$ cat config.mk
export PLATFORM = sky130hd
export DESIGN_NAME = rfrac_bin_pack_stg3
export DESIGN_NICKNAME = d
export VERILOG_FILES = /design/src/rtl/rfrac_bin_pack_stg3.sv
export SDC_FILE = /design/constraint.sdc
export NUM_CORES = 1
export LEC_CHECK = 0
export ABC_AREA = 1
export BUFFER_PORTS_ARGS = -buffer_cell sky130_fd_sc_hd__buf_2
export CAP_MARGIN = 10
export CORE_MARGIN = 4
export CORE_UTILIZATION = 60
export CTS_BUF_LIST = sky130_fd_sc_hd__clkbuf_16
export CTS_CLUSTER_SIZE = 24
export DETAILED_ROUTE_END_ITERATION = 8
export PLACE_DENSITY = 0.8
export SETUP_SLACK_MARGIN = 0.4
export SLEW_MARGIN = 10
export SYNTH_ARGS = -nofsm -noshare
export SYNTH_HDL_FRONTEND = slang
export SYNTH_SLANG_ARGS = --single-unit
$ cat constraint.sdc
create_clock -name clk -period 5.7 [get_ports clk]
set_clock_uncertainty 0.1 [all_clocks]
set_input_delay 0 -clock clk [delete_from_list [all_inputs] [get_ports clk]]
set_output_delay 0 -clock clk [all_outputs]
set_load 0.1 [all_outputs]
$ cat src/rtl/rfrac_bin_pack_stg3.sv
// Output packer for the residue-to-fractional binary converter: saturates sign/magnitude
// digits into a 64-bit two's-complement word and buffers it in a show-ahead FIFO.
module rfrac_bin_pack_stg3 #(
  parameter int FIFO_DEPTH = 4,
  parameter int CNT_WIDTH  = 16
) (
  input  logic                 clk,
  input  logic                 rst_n,
  input  logic                 in_valid,
  input  logic                 sign_in,
  input  logic [15:0]          B0_in,
  input  logic [15:0]          B1_in,
  input  logic [15:0]          B2_in,
  input  logic [15:0]          B3_in,
  input  logic                 OV1_in,
  input  logic [17:0]          OV2_in,
  output logic [63:0]          dout,
  output logic                 out_valid,
  input  logic                 out_ready,
  output logic                 sat_flag,
  output logic [CNT_WIDTH-1:0] sat_count,
  output logic [CNT_WIDTH-1:0] drop_count
);
  localparam int AW = (FIFO_DEPTH > 1) ? $clog2(FIFO_DEPTH) : 1;
  localparam logic [63:0] PosMax = 64'h7FFF_FFFF_FFFF_FFFF;
  localparam logic [63:0] NegMax = 64'h8000_0000_0000_0000;
  localparam logic [CNT_WIDTH-1:0] CntOne = {{(CNT_WIDTH-1){1'b0}}, 1'b1};
  localparam logic [CNT_WIDTH-1:0] CntMax = {CNT_WIDTH{1'b1}};

  logic        s1_valid_q, s1_sign_q, s1_ovf_q;
  logic [63:0] s1_mag_q;
  logic        s2_valid_q, s2_sat_q, s2_sat_d;
  logic [63:0] s2_res_q, s2_res_d;

  always_ff @(posedge clk or negedge rst_n) begin
    if (!rst_n) begin
      s1_valid_q <= 1'b0;
      s1_sign_q  <= 1'b0;
      s1_ovf_q   <= 1'b0;
      s1_mag_q   <= '0;
    end else begin
      s1_valid_q <= in_valid;
      if (in_valid) begin
        s1_sign_q <= sign_in;
        s1_ovf_q  <= OV1_in | (|OV2_in);
        s1_mag_q  <= {B3_in, B2_in, B1_in, B0_in};
      end
    end
  end

  // Negative range reaches 2^63, so only a set MSB with any lower bit overflows.
  always_comb begin
    s2_sat_d = 1'b0;
    s2_res_d = s1_mag_q;
    if (!s1_sign_q) begin
      if (s1_ovf_q || s1_mag_q[63]) begin
        s2_sat_d = 1'b1;
        s2_res_d = PosMax;
      end
    end else if (s1_ovf_q || (s1_mag_q[63] && (|s1_mag_q[62:0]))) begin
      s2_sat_d = 1'b1;
      s2_res_d = NegMax;
    end else begin
      s2_res_d = ~s1_mag_q + 64'd1;
    end
  end

  always_ff @(posedge clk or negedge rst_n) begin
    if (!rst_n) begin
      s2_valid_q <= 1'b0;
      s2_sat_q   <= 1'b0;
      s2_res_q   <= '0;
    end else begin
      s2_valid_q <= s1_valid_q;
      if (s1_valid_q) begin
        s2_sat_q <= s2_sat_d;
        s2_res_q <= s2_res_d;
      end
    end
  end

  logic [64:0] mem_q [FIFO_DEPTH];
  logic [AW:0] wr_ptr_q, rd_ptr_q;
  logic [64:0] last_q;
  logic [CNT_WIDTH-1:0] sat_cnt_q, drop_cnt_q;
  logic empty, full, pop, push, drop;

  assign empty = (wr_ptr_q == rd_ptr_q);
  assign full  = (wr_ptr_q[AW] != rd_ptr_q[AW]) && (wr_ptr_q[AW-1:0] == rd_ptr_q[AW-1:0]);
  assign pop   = !empty && out_ready;
  assign push  = s2_valid_q && (!full || pop);
  assign drop  = s2_valid_q && full && !pop;

  always_ff @(posedge clk) begin
    if (push) begin
      mem_q[wr_ptr_q[AW-1:0]] <= {s2_sat_q, s2_res_q};
    end
  end

  // last_q keeps the most recently popped head so dout holds while empty.
  always_ff @(posedge clk or negedge rst_n) begin
    if (!rst_n) begin
      wr_ptr_q   <= '0;
      rd_ptr_q   <= '0;
      last_q     <= '0;
      sat_cnt_q  <= '0;
      drop_cnt_q <= '0;
    end else begin
      if (push) begin
        wr_ptr_q <= wr_ptr_q + 1'b1;
      end
      if (pop) begin
        rd_ptr_q <= rd_ptr_q + 1'b1;
        last_q   <= mem_q[rd_ptr_q[AW-1:0]];
      end
      if (push && s2_sat_q && (sat_cnt_q != CntMax)) begin
        sat_cnt_q <= sat_cnt_q + CntOne;
      end
      if (drop && (drop_cnt_q != CntMax)) begin
        drop_cnt_q <= drop_cnt_q + CntOne;
      end
    end
  end

  assign out_valid         = !empty;
  assign {sat_flag, dout}  = empty ? last_q : mem_q[rd_ptr_q[AW-1:0]];
  assign sat_count         = sat_cnt_q;
  assign drop_count        = drop_cnt_q;

endmodule

## Yosys cells after proc, flatten, opt, wreduce, memory -nomap -nowiden

Memory sizes are Yosys's and may differ from the RTL's.
Index checks and enable logic that the tools add are counted.

- Bits of input ports: 88
- Output and inout bits: 98
- Memories kept: 1
- Bits in registers: 236
- RAM bits: 260
- Logic and storage cells: 51

- Reduce and logical (&&, ||, !) cells: 17
- Bitwise operators: 2
- Equal/unequal tests: 5
- Multiplexer cells: 9
- Add/subtract/negate cells: 5

Memory list:

| name | words | bits a word | read ports | clocked after Yosys merged registers in | write ports | RTL line | RTL |
|---|---|---|---|---|---|---|---|
| mem_q | 4 | 65 | 1 | 0 | 1 | 82 | `logic [64:0] mem_q [FIFO_DEPTH];` |

Operators with widths:

| operator | count |
|---|---|
| $mux 64 | 3 |
| $mux 65 | 1 |
| $add 64x1->64 const B | 1 |
| $not 64->64 | 1 |
| $reduce_or 63->1 | 1 |
| $add 16x1->16 const B | 2 |
| $ne 16x16->1 const B | 2 |
| $reduce_or 18->1 | 1 |
| $logic_and 1x1->1 | 9 |
| $add 3x1->3 const B | 2 |
| $mux 1 | 5 |
| $eq 3x3->1 | 1 |
| $logic_not 1->1 | 3 |
| $logic_or 1x1->1 | 3 |
| $eq 2x2->1 | 1 |
| $ne 1x1->1 | 1 |
| $or 1x1->1 | 1 |

## Logic depth before layout (Yosys ltp)

- Depth after elaboration: 7
- Mapped depth: 13
- Depth with buffers taken out: 12

## Worst setup path after synthesis

No wires, ideal clock.

- Kind: reg2reg
- From: reg rd_ptr_q[0]
- To: mem mem_q[3][0] (enable)
- Library setup time: 0.491 ns
- Data required time: 5.109 ns
- Buffers on the path: 1
- Data arrival time: 3.819 ns
- Cell stages (with the launch flop): 8
- Period minus slack after synthesis: 4.410 ns
- Slack: 1.290 ns
- Path through: dfrtp_1 > buf_2 > xnor2_1 > nand2_1 > nor3_2 > nor2_2 > inv_1 > nor2_1

- Cells in the longest elaborated chain, start to end: 7
- Elaborated cells between the ends (all ways): 10
- Those cells by class: eq/ne (2); mux (2); reduce/logical (6)

Ends and longest elaborated chain:

| element | RTL line | RTL |
|---|---|---|
| start, declared | 83 | `logic [AW:0] wr_ptr_q, rd_ptr_q;` |
| start signal, assigned | 113 | `rd_ptr_q <= rd_ptr_q + 1'b1;` |
| $eq 3x3->1 / $eq 2x2->1 (equally long branches) | 88, 89 |  |
| $logic_not 1->1 / $logic_and 1x1->1 (equally long branches) | 90, 89 |  |
| $logic_and 1x1->1 / $logic_not 1->1 (equally long branches) | 90, 91 |  |
| $logic_or 1x1->1 * | 91 | `assign push = s2_valid_q && (!full \|\| pop);` |
| $logic_and 1x1->1 * | 91 |  |
| $mux 1 * | 95 | `if (push) begin` |
| $mux 1 (implied by the code) * | 96 | `mem_q[wr_ptr_q[AW-1:0]] <= {s2_sat_q, s2_res_q};` |
| end, declared | 82 |  |

Mark *: on every way between the ends. The rest lies on a longest branch, timed or not.

## Worst setup path after layout

- From: reg rd_ptr_q[1]
- To: out dout[26]

- Cells in the longest elaborated chain, start to end: 2
- Elaborated cells between the ends (all ways): 3
- Those cells by class: eq/ne (1); mux (1); memory (1)

Ends and longest elaborated chain:

| element | RTL line | RTL |
|---|---|---|
| $mem_v2 4x65 / $eq 3x3->1 (equally long branches) | -- |  |
| $mux 65 * | 126 | `assign {sat_flag, dout} = empty ? last_q : mem_q[rd_ptr_q[AW-1:0]];` |
| end, declared | 17 | `output logic [63:0] dout,` |

Marked as above.

==> results.md <==
- Status: finished with violations
- Violated checks: hold timing
- GRT overflow: 0
- Worst r2r src: rd_ptr_q[0]
- DRT antenna net count: 0
- GPL Wtd Cong: 0.978
- Proportion of layout cells with a drive suffix above 1: 0.115
- Die Span X: 201 µm
- Clk sinks: around 500
- Number of port buffers: 185
- Async S/R FF share, synth: 0.476
- Pin count of the biggest net entering global routing: between 100 and 150
- Crit path max fanout: 67
- Element type at the critical path end: output pin
- Clock transition at the registers of the reported paths: 0.06 ns
- Syn-to-layout area delta: 18.6%
- Slew HR: 0.246
- Hold Crit Class: input pin to asynchronous set/reset pin
- Synth Net Count: between 2k and 2.5k
- Row count: 70
- Final setup viols: 0
- GRT Util Overall: 0.294
- Fin crit share: 0.670
- Drc violations: 0
- Worst Path Arrival: about 3.7 ns
- Crit Path Category: flop to output pin
- Seq/Total Area, Yosys: 0.614
- FILL cells: 2663
- Most used DFF post-synth: edfxtp_1
- Initial Util: 0.609
- Vias: 17.9k
- Initial antenna violation count: 1
- Worst-case reg-to-reg path depth: 6
- Post-Syn Instances: about 2.4k
- Die Area: around 40000 µm²
- TritonCTS Buffers: 50
- Max_cap viols: 0
- Global-route wire length before repair: around 95 mm
- Nets: between 2k and 3k
- Worst Tran Pin Value: 1.13 ns
- Vias in the first global route: 17.6k
- Post-synthesis cell type count: 32
- Post-Syn Area: 22300 µm²
- Max Clock Freq: 262 MHz
- Place WS: roughly 2.5 ns
- CP startpoint kind: flop
- Number of synthesized flops with an enable pin: 260
- Ports: 186
- Required @ worst endpoint: 5.60 ns
- RSZ-0062 raised after global routing: no
- Final HPWL DP: 38.8 mm
- Post-DR vias/cell: 5.67
- Fin. Hold Viols: 12
- CTS tree: done
- Mean Syn Cell Area: 9.33 µm²
- Design area: 26500 µm²
- Hold_ws: -0.0283 ns
- DR pass1 iterations: 5
- Total number of yosys warnings: 0
- Max-slew violations: 0
- Setup TNS: 0 ns
- Final worst setup slack: roughly 1.9 ns
- Seq cells post-synth: 496
- Clock root buffer: clkbuf_16
- Die Ht: ~200 µm
- Reg2Reg Capture Point: last_q[51]
- Post-DR wirelength/cell: 18.9 µm
- H-tree Lvls: 2
- Post-CTS setup buffers: 0
- Skew-Pair Late Insertion Delay: 0.60 ns
- Reg2Reg Setup Slack: 2.42 ns
- Initial DRC count: between 1.5k and 2k
- Core box area: 36700 µm²
- Min cycle time layout: around 3.8 ns
- Final WL: between 50 and 60 mm
- Placed Area: 23600 µm²
- CTS max path bufs: 3
==> metal layers <==
metal / vias up / routed length, µm / GRT usage
li1: 8498 / - / -
met1: 8550 / 25100 / 0.422
met2: 759 / 27500 / 0.462
met3: 115 / 5400 / 0.0551
met4: 0 / 1810 / 0.0937
met5: - / 0 / 0
==> metrics by stage <==
| stage | std cells | utilization |
|---|---|---|
| after CTS | 3162 | 0.722 |
| after floorplan | 2396 | - |
| after global routing | 3163 | 0.722 |
| after global placement | 2948 | 0.643 |
| final | 3163 | 0.722 |
| after detailed placement | 2948 | 0.643 |
==> Yosys cell counts, types with 3 or more instances <==
| cell | instances | area (µm²) |
|---|---|---|
| nor3_1 | 14 | 70.1 |
| nand4_1 | 10 | 62.6 |
| dfrtp_1 | 236 | 5910 |
| nor2_2 | 6 | 37.5 |
| nand2_1 | 457 | 1720 |
| clkbuf_1 | 85 | 319 |
| buf_4 | 5 | 37.5 |
| nand3b_1 | 11 | 82.6 |
| a21oi_1 | 99 | 495 |
| o21ai_0 | 343 | 1720 |
| o22ai_1 | 66 | 413 |
| buf_1 | 7 | 26.3 |
| buf_2 | 21 | 105 |
| nand3_1 | 100 | 500 |
| inv_1 | 183 | 687 |
| ha_1 | 8 | 100 |
| o21ai_1 | 3 | 15.0 |
| nor4_1 | 5 | 31.3 |
| edfxtp_1 | 260 | 7810 |
| nand2_2 | 3 | 18.8 |
| nor2_1 | 393 | 1480 |
| xnor2_1 | 17 | 149 |
| xor2_1 | 48 | 420 |
==> final cells by class <==
class / count / area (µm²) / share of cell area
timing repair buffer: 323 / 2310 / 0.0872
multi-input combinational: 1594 / 7470 / 0.282
clock buffer: 50 / 1250 / 0.0472
inverter: 187 / 703 / 0.0265
tap: 468 / 586 / 0.0221
clock inverter: 44 / 463 / 0.0175
antenna: 1 / 2.50 / 0.0000944
sequential: 496 / 13700 / 0.518
==> how the worst max path moves through the flow <==
stage | from | end | slack (ns) | depth (start not counted)
after global placement | rd_ptr_q[0] | mem_q[1][37] | 2.66 | 7
after floorplan | rd_ptr_q[0] | mem_q[3][0] | 1.29 | 7
after global routing | rd_ptr_q[1] | dout[26] | 1.72 | 7
after detailed placement | rd_ptr_q[0] | mem_q[0][42] | 2.52 | 7
after CTS | rd_ptr_q[1] | dout[26] | 1.95 | 7
final | rd_ptr_q[1] | dout[26] | 1.88 | 7
==> flip-flops by register name, summed over array words and instances (netlist names) <==
register,count
drop_count,16
s1_mag_q,64
s1_valid_q,1
last_q,65
wr_ptr_q,3
s2_valid_q,1
rd_ptr_q,3
s1_sign_q,1
mem_q,260
s2_res_q,64
sat_count,16
s1_ovf_q,1
s2_sat_q,1
==> kinds of logic (layout without fill, tap and decap cells) <==
logic type | after synthesis | after routing | synth area share
simple gates | 1010 | 1010 | 0.184
other cells | 0 | 1 | 0
xor+xnor | 65 | 65 | 0.0255
compound gates | 511 | 511 | 0.118
flops | 496 | 496 | 0.614
buf+inv | 306 | 604 | 0.0538
fa+ha+maj | 8 | 8 | 0.00448
==> critical path, cell delays in order (launching register included) <==
cell and delay [ns]:
dfrtp_1 0.40, buf_4 0.34, inv_2 0.92, o21ai_0 0.36
o22ai_1 0.42, nand2_1 0.09, o21ai_0 0.09, buf_2 0.45
==> timing repair <==
item                                    4_1_cts  5_1_grt
gates resized for setup                       0        0
hold buffers                                120        0
endpoints found under the hold margin       188        0
endpoints found under the setup margin        0        0
==> placed cells by master, fill, tap and decap left out, types with 17 or more instances in the layout <==
cell type      synthesis  layout
a21oi_1               99      99
buf_2                 21     183
clkbuf_16              0      50
dfrtp_1              236     233
dlygate4sd3_1          0     120
edfxtp_1             260     260
inv_1                183     189
nand2_1              457     457
nand3_1              100      99
nor2_1               393     389
o21ai_0              343     343
o22ai_1               66      66
xnor2_1               17      17
xor2_1                48      48
Power is left out: the tool's default activity adds up to more than one toggle a clock period on the data nets, which glitch-free logic cannot reach.
